**config.mk**
```make
export PLATFORM = sky130hd
export DESIGN_NAME = key_event_encoder
export DESIGN_NICKNAME = d
export VERILOG_FILES = /design/src/rtl/synth_pkg.sv /design/src/rtl/evt_fifo.sv /design/src/rtl/key_event_encoder.sv
export SDC_FILE = /design/constraint.sdc
export NUM_CORES = 1
export LEC_CHECK = 0
export ABC_AREA = 1
export ABC_CLOCK_PERIOD_IN_PS = 4800
export BUFFER_PORTS_ARGS = -buffer_cell sky130_fd_sc_hd__buf_2
export CELL_PAD_IN_SITES_DETAIL_PLACEMENT = 1
export CELL_PAD_IN_SITES_GLOBAL_PLACEMENT = 1
export CORE_MARGIN = 5
export CORE_UTILIZATION = 48
export CTS_CLUSTER_SIZE = 30
export DETAILED_ROUTE_END_ITERATION = 6
export GPL_ROUTABILITY_DRIVEN = 0
export PLACE_DENSITY_LB_ADDON = 0.1
export SKIP_CTS_REPAIR_TIMING = 1
export SLEW_MARGIN = 20
export SYNTH_ARGS = -nofsm -noshare
export SYNTH_HDL_FRONTEND = slang
export SYNTH_SLANG_ARGS = --single-unit
```
**constraint.sdc**
```tcl
create_clock -name clk -period 4.8 [get_ports clk]
set_input_delay 0.96 -clock clk [delete_from_list [all_inputs] [get_ports clk]]
set_output_delay 0.96 -clock clk [all_outputs]
set_load 0.005 [all_outputs]
```
**src/rtl/synth_pkg.sv**
```systemverilog
// Shared types for the key-event path: note width and the queued event record.
package synth_pkg;

  localparam int NOTE_W = 7;

  typedef struct packed {
    logic              on;
    logic [NOTE_W-1:0] note;
  } key_evt_t;

endpackage

```
**src/rtl/evt_fifo.sv**
```systemverilog
// Synchronous FIFO of key events; head is presented combinationally on pop_data.
module evt_fifo
  import synth_pkg::*;
#(
  parameter int DEPTH = 4,
  localparam int AW = $clog2(DEPTH),
  localparam int LW = AW + 1
) (
  input  logic          clk,
  input  logic          rst,
  input  logic          push,
  input  key_evt_t      push_data,
  input  logic          pop,
  output key_evt_t      pop_data,
  output logic          full,
  output logic          empty,
  output logic [LW-1:0] level
);

  key_evt_t        mem [DEPTH];
  logic [AW-1:0]   wr_ptr;
  logic [AW-1:0]   rd_ptr;
  logic [LW-1:0]   count;
  logic            do_push;
  logic            do_pop;

  assign full     = (count == LW'(DEPTH));
  assign empty    = (count == '0);
  assign level    = count;
  assign pop_data = mem[rd_ptr];

  // A push into a full queue is accepted only when the head leaves in the same cycle.
  assign do_pop  = pop & ~empty;
  assign do_push = push & (~full | do_pop);

  always_ff @(posedge clk or negedge rst) begin
    if (!rst) begin
      wr_ptr <= '0;
      rd_ptr <= '0;
      count  <= '0;
      for (int unsigned i = 0; i < DEPTH; i++) begin
        mem[i] <= '0;
      end
    end else begin
      if (do_push) begin
        mem[wr_ptr] <= push_data;
        wr_ptr      <= wr_ptr + AW'(1);
      end
      if (do_pop) begin
        rd_ptr <= rd_ptr + AW'(1);
      end
      if (do_push && !do_pop) begin
        count <= count + LW'(1);
      end else if (do_pop && !do_push) begin
        count <= count - LW'(1);
      end
    end
  end

endmodule

```
**src/rtl/key_event_encoder.sv**
```systemverilog
// Converts debounced key levels into queued note-on/off events and tracks a
// last-note-priority held note from the events the consumer has taken.
module key_event_encoder
  import synth_pkg::*;
#(
  parameter int NUM_KEYS   = 8,
  parameter int BASE_NOTE  = 60,
  parameter int FIFO_DEPTH = 4
) (
  input  logic                          clk,
  input  logic                          rst,
  input  logic [NUM_KEYS-1:0]           key_clean,
  output logic                          evt_valid,
  input  logic                          evt_ready,
  output logic [NOTE_W-1:0]             evt_note,
  output logic                          evt_on,
  output logic [$clog2(FIFO_DEPTH):0]   fifo_level,
  output logic [NOTE_W-1:0]             active_note,
  output logic                          any_key_down
);

  if (BASE_NOTE + NUM_KEYS - 1 > 127) begin : g_note_range_check
    $error("key_event_encoder: BASE_NOTE+NUM_KEYS-1 exceeds 127");
  end
  if (FIFO_DEPTH < 2 || (FIFO_DEPTH & (FIFO_DEPTH - 1)) != 0) begin : g_depth_check
    $error("key_event_encoder: FIFO_DEPTH must be a power of 2 and >= 2");
  end

  logic [NUM_KEYS-1:0] key_prev;
  logic [NUM_KEYS-1:0] pend_v;
  logic [NUM_KEYS-1:0] pend_on;
  logic [NUM_KEYS-1:0] rise;
  logic [NUM_KEYS-1:0] fall;
  logic [NUM_KEYS-1:0] key_edge;
  logic [NUM_KEYS-1:0] sel_oh;
  logic [NUM_KEYS-1:0] v_mid;
  logic [NUM_KEYS-1:0] take_new;
  logic [NUM_KEYS-1:0] pend_v_n;
  logic [NUM_KEYS-1:0] pend_on_n;
  logic [NUM_KEYS-1:0] held;
  logic [NUM_KEYS-1:0] held_n;
  logic [NOTE_W-1:0]   sel_note;
  logic [NOTE_W-1:0]   active_n;
  logic                sel_found;
  logic                sel_on;
  logic                fifo_full;
  logic                fifo_empty;
  logic                push;
  logic                pop;
  key_evt_t            push_evt;
  key_evt_t            head_evt;

  assign rise     = key_clean & ~key_prev;
  assign fall     = ~key_clean & key_prev;
  assign key_edge = rise | fall;

  // Lowest-index pending key wins the single push slot.
  always_comb begin
    sel_found = 1'b0;
    sel_oh    = '0;
    sel_note  = '0;
    sel_on    = 1'b0;
    for (int unsigned i = 0; i < NUM_KEYS; i++) begin
      if (pend_v[i] && !sel_found) begin
        sel_found = 1'b1;
        sel_oh[i] = 1'b1;
        sel_note  = NOTE_W'(BASE_NOTE + i);
        sel_on    = pend_on[i];
      end
    end
  end

  assign pop      = evt_valid & evt_ready;
  assign push     = sel_found & (~fifo_full | pop);
  assign push_evt = '{on: sel_on, note: sel_note};

  // Clear the pushed entry first, then fold in this cycle's edges: an edge on an
  // idle entry arms it with the new kind, an edge on an armed entry cancels the pair.
  always_comb begin
    v_mid     = pend_v & ~(push ? sel_oh : '0);
    take_new  = key_edge & ~v_mid;
    pend_v_n  = v_mid ^ key_edge;
    pend_on_n = (take_new & rise) | (~take_new & pend_on);
  end

  always_ff @(posedge clk or negedge rst) begin
    if (!rst) begin
      key_prev <= '0;
      pend_v   <= '0;
      pend_on  <= '0;
    end else begin
      key_prev <= key_clean;
      pend_v   <= pend_v_n;
      pend_on  <= pend_on_n;
    end
  end

  evt_fifo #(
    .DEPTH (FIFO_DEPTH)
  ) u_fifo (
    .clk       (clk),
    .rst       (rst),
    .push      (push),
    .push_data (push_evt),
    .pop       (pop),
    .pop_data  (head_evt),
    .full      (fifo_full),
    .empty     (fifo_empty),
    .level     (fifo_level)
  );

  assign evt_valid = ~fifo_empty;
  assign evt_note  = head_evt.note;
  assign evt_on    = head_evt.on;

  // Releasing the current note falls back to the highest-index key still held.
  always_comb begin
    held_n   = held;
    active_n = active_note;
    if (pop) begin
      for (int unsigned i = 0; i < NUM_KEYS; i++) begin
        if (head_evt.note == NOTE_W'(BASE_NOTE + i)) begin
          held_n[i] = head_evt.on;
        end
      end
      if (head_evt.on) begin
        active_n = head_evt.note;
      end else if (head_evt.note == active_note) begin
        for (int unsigned i = 0; i < NUM_KEYS; i++) begin
          if (held_n[i]) begin
            active_n = NOTE_W'(BASE_NOTE + i);
          end
        end
      end
    end
  end

  always_ff @(posedge clk or negedge rst) begin
    if (!rst) begin
      held         <= '0;
      active_note  <= '0;
      any_key_down <= 1'b0;
    end else begin
      held         <= held_n;
      active_note  <= active_n;
      any_key_down <= |held_n;
    end
  end

endmodule
```
==> Yosys cells after proc, flatten, opt, wreduce, memory -nomap -nowiden <==
Index checks and enable logic that the tools add are counted.
{ "totals": {"out_inout_bits": 20, "elab_cells": 150, "ff_bits": 79, "input_bits": 11} }
{ "classes": {"n_bitwise": 24, "n_lt_le_gt_ge": 3, "eq_ne": 10, "reduce_logical": 25, "addsub": 4, "muxes": 67} }
{ "op_table": {"columns": ["cell", "n"], "rows": [
  ["7-bit 2-to-1 mux", 16],
  ["8-bit AND", 6],
  ["8-bit 2-to-1 mux", 5],
  ["8-bit NOT", 5],
  ["1-bit 2-to-1 mux", 39],
  ["32-bit bitwise mux", 1],
  ["7-bit by 6-bit == test with 1-bit output (second input constant)", 4],
  ["7-bit == test (second input constant)", 4],
  ["8-bit binary-select mux with 2-bit select", 1],
  ["8-bit demux with 2-bit select", 1],
  ["8-bit bitwise OR", 2],
  ["6-bit 2-to-1 mux", 2],
  ["1-bit logical AND", 10],
  ["1-bit zero test", 9],
  ["9-bit nonzero test", 1],
  ["8-bit OR reduction", 1],
  ["8-bit XOR", 1],
  ["7-bit == test", 1],
  ["3-bit >= comparator (second input constant)", 2],
  ["3-bit 2-to-1 mux", 2],
  ["2-bit NOT with 3-bit output", 2],
  ["2-bit by 1-bit adder with 2-bit output (second input constant)", 2],
  ["1-bit AND", 4],
  ["2-bit nonzero test", 2],
  ["8 further kinds", 10]
]} }

==> Depth between registers and ports, before layout <==
Gate-level depths: netlist (run 1).
{ "logic_depth": {"depth_word": 31, "depth_mapped": 17, "depth_no_buf": 17} }

==> Cells and area by module <==
Synthesis (run 1) repeated with hierarchy kept, for this count alone.
{ "hier_totals": {"hier_cells": 551, "hier_area_um2": 4400.5} }
{ "by_module_without_submodules": {"columns": ["module", "cells_each", "area_each_um2", "instances", "seq_area_each_um2"], "rows": [
  ["key_event_encoder", 315, 2398.6, 1, 1001.0],
  ["evt_fifo", 236, 2001.9, 1, 975.9]
]} }

==> Worst setup path before layout (run 1) <==
No wires, ideal clock.
{ "synth_path": {"kind": "input to register", "from": "in evt_ready", "to": "reg u_fifo.count[2], in the netlist u_fifo.level[2]", "path_buffers": 0, "t_required_ns": 4.669, "path_stages": 10, "setup_slack_ns": 2.324, "arrival_time_ns": 2.345, "setup_ns": 0.131, "cell_sequence": "nand2_1 -> nand3_1 -> nand2_2 -> inv_2 -> ha_1 -> inv_1 -> fa_1 -> a21oi_1 -> o21ai_0 -> xor2_1"} }
{ "synth_via": {"elab_chain_len": 7, "elab_cells_between_ends": 12, "cone_classes": "mux (1); bitwise (6); reduce/logical (5)"} }
{ "synth_lines": {"columns": ["item", "line", "rtl"], "rows": [
  ["start, declared", "key_event_encoder.sv:14", "input logic evt_ready,"],
  ["1-bit AND (*)", "key_event_encoder.sv:73", "assign pop = evt_valid & evt_ready;"],
  ["1-bit bitwise OR / 1-bit AND (equally long branches)", "key_event_encoder.sv:74, evt_fifo.sv:33", null],
  ["1-bit AND / 1-bit bitwise OR (equally long branches)", "key_event_encoder.sv:74, evt_fifo.sv:34", null],
  ["1-bit AND (*)", "evt_fifo.sv:34", "assign do_push = push & (~full | do_pop);"],
  ["named net u_fifo.do_push", "evt_fifo.sv:24", "logic do_push;"],
  ["1-bit zero test", "evt_fifo.sv:54", "end else if (do_pop && !do_push) begin"],
  ["1-bit logical AND", "evt_fifo.sv:54", null],
  ["2-bit nonzero test (no source line)", null, null],
  ["end signal, assigned", "evt_fifo.sv:53", "count <= count + LW'(1);"],
  ["end signal, assigned", "evt_fifo.sv:55", "count <= count - LW'(1);"],
  ["end, declared", "evt_fifo.sv:23", "logic [LW-1:0] count;"]
]} }
The timed path passes the listed nets; every way through them passes the cells marked *.
A chain may end at the register's enable or synchronous reset.

==> Worst setup path in the final report (run 1) <==
{ "layout_path": {"from": "reg u_fifo.count[1], in the netlist u_fifo.level[1]", "to": "reg u_fifo.count[1], in the netlist u_fifo.level[1]"} }
{ "layout_via": {"elab_chain_len": 9, "elab_cells_between_ends": 19, "cone_classes": "add/sub (2); eq/ne (1); mux (2); bitwise (8); reduce/logical (6)"} }
{ "layout_lines": {"columns": ["item", "line", "rtl"], "rows": [
  ["3-bit zero test", "evt_fifo.sv:28", "assign empty = (count == '0);"],
  ["1-bit NOT", "evt_fifo.sv:33, key_event_encoder.sv:112", null],
  ["1-bit AND", "key_event_encoder.sv:73", null],
  ["1-bit bitwise OR / 1-bit AND (equally long branches)", "key_event_encoder.sv:74, evt_fifo.sv:33", null],
  ["1-bit AND / 1-bit bitwise OR (equally long branches)", "key_event_encoder.sv:74, evt_fifo.sv:34", null],
  ["1-bit AND (*)", "evt_fifo.sv:34", null],
  ["named net u_fifo.do_push", "evt_fifo.sv:24", null],
  ["1-bit zero test", "evt_fifo.sv:54", null],
  ["1-bit logical AND", "evt_fifo.sv:54", null],
  ["2-bit nonzero test (no source line)", null, null]
]} }
The timed path passes the listed nets; every way through them passes the cells marked *. The select of a mux whose other input is x is not followed.

==> tab_implementation.tex, run 1 <==
\begin{tabular}{lr}
\hline
Metric & Value \\
\hline
\multicolumn{2}{l}{\textbf{Global route}} \\
\quad Maximum number of pins on one net before global-route repair & 39 \\
\quad Global routing's busiest layer & met2 \\
\quad Global-route usage over all layers & 0.203 \\
\quad Number of antenna violations at the first check in global routing & 0 \\
\quad Met3 Usage GRT & 0.0324 \\
\quad GRT Residual Overflow & 0 \\
\quad Wire length of the first global-routing pass & 14.2 mm \\
\quad Vias in the first global route & 3051 \\
\quad Met2 layer usage reported by global route & 0.345 \\
\quad Met1 layer usage reported by global route & 0.261 \\
\multicolumn{2}{l}{\textbf{Power}} \\
\quad Leakage & 0.00208 uW \\
\quad Internal & 1550 uW \\
\quad Peak supply drop & 340 uV \\
\quad Flop pwr share & 0.323 \\
\quad Clock power frac & 0.185 \\
\quad Switching share of power & 0.459 \\
\quad Pwr/cell area & 725 nW/um\^{}2 \\
\quad Total net switching power & 1320 uW \\
\quad Logic pwr share & 0.492 \\
\multicolumn{2}{l}{\textbf{Yosys}} \\
\quad Count of mapped cells out of synthesis & 425 \\
\quad Yosys warnings & 0 \\
\quad Total nets after synthesis & 458 \\
\quad Top post-synthesis cells by count & nand2\_1 (120), dfrtp\_1 (64), inv\_1 (63) \\
\quad Count leader, synth & nand2\_1 \\
\quad Top cells by area, synth & dfrtp\_1 (46\%), nand2\_1 (13\%), ha\_1 (7.5\%), inv\_1 (6.7\%), o21ai\_0 (5.3\%) \\
\quad Number of synthesized register bits & 64 \\
\quad Synth Flop Type & dfrtp\_1 \\
\quad Most area-hungry cell type in the Yosys netlist & dfrtp\_1 \\
\quad Synth top area share & 0.456 \\
\quad Synth Area per Inst & 8.27 sq um \\
\quad Distinct cell type count of the synthesized netlist & 33 \\
\quad Count of flip-flops with a built-in enable after synthesis & 0 \\
\quad Mapped Area & 3510 sq um \\
\quad FFs w/ async S/R, synth & 1.00 \\
\quad Sequential fraction of the synthesis area & 0.456 \\
\multicolumn{2}{l}{\textbf{Die}} \\
\quad DIE WIDTH & 95.6 microns \\
\quad Initial Utilization & 0.490 \\
\quad Total die area & 9130 sq um \\
\quad Number of I/O pins & 31 \\
\quad Die height & 95.6 microns \\
\quad Std cell rows & 31 \\
\quad Area of the core region & 7180 sq um \\
\multicolumn{2}{l}{\textbf{Run}} \\
\quad Max Cap Violations & 0 \\
\multicolumn{2}{l}{\textbf{Finish}} \\
\quad Share of post-route cells with drive strength above 1 & 0.197 \\
\quad Count of antenna diodes in the layout & 0 \\
\quad Register area & 1600 sq um \\
\quad Nets & 490 \\
\quad Filler Cell Count & 903 \\
\quad Area of the multi-input gates & 1590 sq um \\
\quad Area added between synthesis and finish & 12.6\% \\
\multicolumn{2}{l}{\textbf{Critical path}} \\
\quad Data required, critical path & 5.03 ns \\
\quad Number of cell instances on the worst register-to-register path & 10 \\
\quad Dominant cell type by count on the critical path & nand2\_1 \\
\quad Critical register-to-register path startpoint & u\_fifo.level[1]\$\_DFFE\_PN0P\_ \\
\quad Critical Path Slowest Stage Cell & dfrtp\_1 \\
\quad Nature of the critical path endpoint & register \\
\quad Critical path cell sequence & nor2\_1, nand2\_1, nand2\_1, nand3\_1, nand2\_2, inv\_2, ha\_1, inv\_1, fa\_1, mux2\_2 \\
\quad CP arrival & 2.99 ns \\
\quad Highest cell delay on the worst timing path & 0.43 ns \\
\quad Worst reg2reg setup slack & 2.05 ns \\
\quad Setup crit start kind & register \\
\quad Worst R2R End & u\_fifo.level[1]\$\_DFFE\_PN0P\_ \\
\quad Maximum net fanout on the critical path & 15 \\
\quad Crit path kind & reg -> reg \\
\multicolumn{2}{l}{\textbf{STA}} \\
\quad Largest clock skew in the final design & 0.00525 ns \\
\quad Unrepaired setup endpoints after global routing & no \\
\quad Highest achievable clock rate & 363 MHz \\
\quad Clock period minus final worst setup slack & 2.75 ns \\
\quad Relative slew slack & 0.430 \\
\quad Number of setup violations in the final report & 0 \\
\quad Final hold violation count & 0 \\
\quad Transition at the pin with the smallest max-transition slack & 0.855 ns \\
\quad Slew Limit Fails & 0 \\
\quad Ratio of final minimum period to clock period & 0.573 \\
\quad Final TNS setup & 0 ns \\
\quad Final critical-path setup slack & 2.05 ns \\
\multicolumn{2}{l}{\textbf{Detailed routing}} \\
\quad Pre-Repair DR Iteration Count & 4 \\
\quad DRT Wirelength & 8.18 mm \\
\quad Initial drt markers & 101 \\
\quad Drc violations & 0 \\
\quad WL per Instance & 14.6 microns \\
\quad Total number of vias & 2838 \\
\quad Remaining number of nets flagged by the antenna check after routing & 0 \\
\quad Vias per cell & 5.06 \\
\multicolumn{2}{l}{\textbf{Status}} \\
\quad Status & completed \\
\multicolumn{2}{l}{\textbf{CTS}} \\
\quad CTS tree & built \\
\quad Maximum level of the CTS H-tree & 3 \\
\quad Clock latency on the worst-skew pair & 0.34 ns \\
\quad Count of clock tree sinks & 64 \\
\quad Clk root buf & clkbuf\_8 \\
\quad Clock buffers created by TritonCTS & 9 \\
\quad Clock transition at the registers of the reported paths & 0.08 ns \\
\quad Maximum number of buffers from clock root to sink & 2 \\
\multicolumn{2}{l}{\textbf{Placement}} \\
\quad Setup WS pre-CTS & 1.69 ns \\
\quad IO Port Bufs & 30 \\
\quad Post-detail-place hpwl & 6.19 mm \\
\multicolumn{2}{l}{\textbf{Worst hold path}} \\
\quad Class of the tightest hold or removal check & reg -> reg \\
\quad Origin of the worst min-delay path & u\_fifo.mem[29]\$\_DFFE\_PN0P\_ \\
\quad Worst Hold End & u\_fifo.mem[29]\$\_DFFE\_PN0P\_ \\
\quad Hold path depth & 2 \\
\hline
\end{tabular}
power by group through the flow:
stage                     Sequential, uW  Combinational, uW  Clock [uW]
final                                927               1410         531
after global routing                 955               1620         575
after CTS                            928               1430         545
after detailed placement             936               1410           0
after global placement               923               1350           0
after floorplan                      875               1090           0
how the worst max path moves through the flow:
stage	startpoint	endpoint	slack [ns]	cells past startpoint
after global placement	evt_ready	u_fifo.level[2]$_DFFE_PN0P_	1.86	11
after detailed placement	evt_ready	u_fifo.level[1]$_DFFE_PN0P_	1.69	9
after floorplan	evt_ready	u_fifo.level[2]$_DFFE_PN0P_	2.32	10
after global routing	u_fifo.level[1]$_DFFE_PN0P_	u_fifo.level[1]$_DFFE_PN0P_	1.82	10
after CTS	u_fifo.level[1]$_DFFE_PN0P_	u_fifo.level[1]$_DFFE_PN0P_	2.03	10
final	u_fifo.level[1]$_DFFE_PN0P_	u_fifo.level[1]$_DFFE_PN0P_	2.05	10
cell families after synthesis:
family,share of synthesized area
buffers and inverters,0.0926
XOR/XNOR,0.0199
flip-flops,0.456
adder cells (fa/ha/maj),0.0805
multiplexers,0.00961
AO/OA/AOI/OAI,0.0780
AND/OR/NAND/NOR,0.264
worst max-delay path: cells and delay by family (launching register included):
kind / cells / cell delay (ns)
and+or+nand+nor: 5 / 1.06
adders and majority gates: 2 / 0.63
DFF: 1 / 0.43
muxes: 1 / 0.27
buffers and inverters: 2 / 0.24
final cells by class:
type,instances,area share
flip-flops and latches,64,0.405
multi-input cells,283,0.401
inverters,68,0.0645
repair buffers,31,0.0399
clock buffers,10,0.0348
well taps,99,0.0313
clock inverters,6,0.0234
per-stage QoR:
stage	cell area (sq um)	power [uW]	utilization	hold WS, ns	instances
3_5_place_dp	3720	2350	0.519	0.480	545
3_3_place_gp	3720	2280	0.519	0.467	545
4_1_cts	3960	2910	0.551	0.497	561
5_1_grt	3960	3150	0.551	0.527	561
2_1_floorplan	3510	1970	-	0.449	425
6_report	3960	2870	0.551	0.491	561
routing by layer:
layer	part of all wire	vias to the layer above
met5	0	-
met4	0.018	0
met3	0.039	12
met2	0.49	48
met1	0.45	1392
li1	-	1386
layout by cell type (no fill, tap or decap), drive strengths merged:
cell	n
clkinv	2
nand3	24
a21oi	2
o21ai	42
nand2	143
inv	68
mux2	3
nand4	2
ha	21
nand3b	1
bufinv	2
clkinvlp	2
o221ai	1
nor2	23
fa	1
buf	31
dfrtp	64
o21a	4
xnor2	1
clkbuf	10
o211ai	1
o31ai	1
xor2	7
nor4	1
nor3	5
Power figures use the tool's default switching activity.
==> inputs of run 2 (changes only) <==
ABC_CLOCK_PERIOD_IN_PS = 2600   (was 4800)
CORE_UTILIZATION = 45   (was 48)
clock period = 2.6 ns   (was 4.8 ns; I/O delays follow)
==> run 2 against run 1 <==
Cell area up 0.35%. Power up 81%. Highest routed layer unchanged. Via count down 1.6%. Clock-buffer cell count unchanged. Maximum frequency up 17%. Critical path type unchanged. Critical endpoint is now any_key_down$_DFF_PN0_. Core utilization down 3.2 points. Register-to-register slack worse by 1.8 ns. Non-clock buffer count up 3. Clock skew up 0.0069 ns. First-iteration DRC count down 7.9%.
==> tab_implementation.tex, run 2 (synthesized netlist as in run 1, its figures left out) <==
\begin{tabular}{lr}
\hline
Metric & Value \\
\hline
\multicolumn{2}{l}{\textbf{Power}} \\
\quad Flop pwr share & 0.331 (+0.008) \\
\quad Leakage & 0.00209 uW (+0.44\%) \\
\quad Pwr/cell area & 1310 nW/um\^{}2 (+81\%) \\
\quad Total net switching power & 2420 uW (+84\%) \\
\quad Clock power frac & 0.173 (-0.012) \\
\quad Internal & 2780 uW (+79\%) \\
\quad Peak supply drop & 495 uV (+46\%) \\
\quad Logic pwr share & 0.496 (+0.004) \\
\quad Switching share of power & 0.465 (+0.00592) \\
\multicolumn{2}{l}{\textbf{Detailed routing}} \\
\quad WL per Instance & 14.5 microns (-0.62\%) \\
\quad Initial drt markers & 93 (-7.9\%) \\
\quad Total number of vias & 2792 (-1.6\%) \\
\quad Vias per cell & 4.92 (-2.7\%) \\
\quad Pre-Repair DR Iteration Count & 4 (unchanged) \\
\quad Drc violations & 0 (unchanged) \\
\quad DRT Wirelength & 8.22 mm (+0.44\%) \\
\quad Remaining number of nets flagged by the antenna check after routing & 0 (unchanged) \\
\multicolumn{2}{l}{\textbf{STA}} \\
\quad Transition at the pin with the smallest max-transition slack & 0.502 ns (-0.353 ns) \\
\quad Relative slew slack & 0.664 (+0.234) \\
\quad Number of setup violations in the final report & 0 (unchanged) \\
\quad Final hold violation count & 0 (unchanged) \\
\quad Clock period minus final worst setup slack & 2.36 ns (-0.394 ns) \\
\quad Final TNS setup & 0 ns (unchanged) \\
\quad Unrepaired setup endpoints after global routing & no \\
\quad Ratio of final minimum period to clock period & 0.907 (+0.333) \\
\quad Highest achievable clock rate & 424 MHz (+17\%) \\
\quad Final hold slack & 0.177 ns (-0.314 ns) \\
\quad Slew Limit Fails & 0 (unchanged) \\
\quad Largest clock skew in the final design & 0.0122 ns (+0.00691 ns) \\
\multicolumn{2}{l}{\textbf{Critical path}} \\
\quad Setup crit start kind & register \\
\quad Maximum net fanout on the critical path & 15 (unchanged) \\
\quad Data required, critical path & 2.82 ns (-2.21 ns) \\
\quad Nature of the critical path endpoint & register \\
\quad Crit path kind & reg -> reg \\
\quad CP arrival & 2.58 ns (-0.41 ns) \\
\multicolumn{2}{l}{\textbf{CTS}} \\
\quad Clock buffers created by TritonCTS & 9 (unchanged) \\
\quad Clk root buf & clkbuf\_8 \\
\quad CTS tree & built \\
\quad Clock transition at the registers of the reported paths & 0.08 ns (about the same) \\
\quad Maximum level of the CTS H-tree & 3 (unchanged) \\
\quad Maximum number of buffers from clock root to sink & 2 (unchanged) \\
\quad Count of clock tree sinks & 64 (unchanged) \\
\quad Clock latency on the worst-skew pair & 0.35 ns (about the same) \\
\multicolumn{2}{l}{\textbf{Finish}} \\
\quad Commonest cells after routing, fill and taps aside & nand2\_1 (120), dfrtp\_1 (64), inv\_1 (63), o21ai\_0 (37), buf\_2 (30) \\
\quad Register area & 1600 sq um (unchanged) \\
\quad Filler Cell Count & 953 (+5.5\%) \\
\quad Share of post-route cells with drive strength above 1 & 0.202 (+0.00518) \\
\quad Area of the multi-input gates & 1590 sq um (unchanged) \\
\quad Commonest non-fill, non-tap cell in the layout & nand2\_1 \\
\quad Area added between synthesis and finish & 13.0\% \\
\quad Nets & 493 (+0.61\%) \\
\quad Count of antenna diodes in the layout & 0 (unchanged) \\
\multicolumn{2}{l}{\textbf{Status}} \\
\quad Status & completed \\
\multicolumn{2}{l}{\textbf{Global route}} \\
\quad Global routing's busiest layer & met2 \\
\quad Number of antenna violations at the first check in global routing & 0 (unchanged) \\
\quad Met1 layer usage reported by global route & 0.257 (-0.00363) \\
\quad Global-route usage over all layers & 0.190 (-0.0133) \\
\quad Vias in the first global route & 3059 (+0.26\%) \\
\quad Met3 Usage GRT & 0.0329 (+0.000497) \\
\quad Wire length of the first global-routing pass & 14.7 mm (+3.5\%) \\
\quad GRT Residual Overflow & 0 (unchanged) \\
\quad Met2 layer usage reported by global route & 0.303 (-0.0414) \\
\quad Maximum number of pins on one net before global-route repair & 65 (+67\%) \\
\multicolumn{2}{l}{\textbf{Placement}} \\
\quad Post-detail-place hpwl & 6.18 mm (about the same) \\
\quad IO Port Bufs & 30 (unchanged) \\
\multicolumn{2}{l}{\textbf{Run}} \\
\quad Max Cap Violations & 0 (unchanged) \\
\multicolumn{2}{l}{\textbf{Die}} \\
\quad Total die area & 9670 sq um (+6.0\%) \\
\quad Area of the core region & 7650 sq um (+6.6\%) \\
\quad Initial Utilization & 0.459 (-0.0302) \\
\quad Number of I/O pins & 31 (unchanged) \\
\quad Die height & 98.4 microns (+2.9\%) \\
\quad Std cell rows & 32 (+3.2\%) \\
\quad DIE WIDTH & 98.4 microns (+2.9\%) \\
\multicolumn{2}{l}{\textbf{Worst hold path}} \\
\quad Class of the tightest hold or removal check & in -> async \\
\hline
\end{tabular}
## run 2: metrics by stage
step	setup slack [ns]	std cells	util	instance area [sq um]	power, uW
2_1_floorplan	0.292	425	-	3510	3630
3_3_place_gp	0.365	551	0.492	3760	4210
3_5_place_dp	0.259	551	0.492	3760	4340
4_1_cts	0.242	567	0.519	3970	5280
5_1_grt	0.00985	567	0.519	3970	5740
6_report	0.242	567	0.519	3970	5200
## run 2: layout make-up
type | instances | area share
clock inverter | 6 | 0.0170
clock buffer | 10 | 0.0347
multi-input combinational | 283 | 0.400
inverter | 68 | 0.0643
sequential | 64 | 0.404
timing repair buffer | 34 | 0.0485
tap | 102 | 0.0322
## run 2: final timing paths
path	start	end	slack, ns	depth (start not counted)
min in group clk	key_clean[3]	key_prev[3]$_DFF_PN0_	0.29	1
worst min register to register	u_fifo.mem[23]$_DFFE_PN0P_	u_fifo.mem[23]$_DFFE_PN0P_	0.49	2
worst max register to register	u_fifo.rd_ptr[0]$_DFFE_PN0P_	any_key_down$_DFF_PN0_	0.24	12
worst max-delay path	u_fifo.rd_ptr[0]$_DFFE_PN0P_	any_key_down$_DFF_PN0_	0.24	12
worst min-delay path	rst	u_fifo.mem[6]$_DFFE_PN0P_	0.18	2
max in group asynchronous	rst	u_fifo.mem[29]$_DFFE_PN0P_	2.13	2
## run 2: critical path, cell delays in order (launching register included)
cell     delay (ns)
dfrtp_1        0.54
inv_2          0.24
nand2_1        0.11
nand3_1        0.09
nand2_2        0.11
nor2_2         0.23
nand3_1        0.10
nand2_1        0.11
inv_1          0.07
o21ai_1        0.22
nand2_1        0.11
nor3_1         0.23
nand2_1        0.07
## run 2: power groups by stage
| stage | registers (uW) | logic, uW | clock network, uW |
|---|---|---|---|
| CTS | 1730 | 2630 | 922 |
| detailed placement | 1740 | 2600 | 0 |
| finish | 1720 | 2580 | 899 |
| floorplan | 1620 | 2010 | 0 |
| global route | 1790 | 2970 | 981 |
| global placement | 1720 | 2490 | 0 |
## run 2: per-layer routing
layer,vias to the layer above,share of wire,wire (microns)
li1,1394,-,-
met1,1352,0.48,3960
met2,34,0.47,3880
met3,12,0.027,218
met4,0,0.020,161
met5,-,0,0
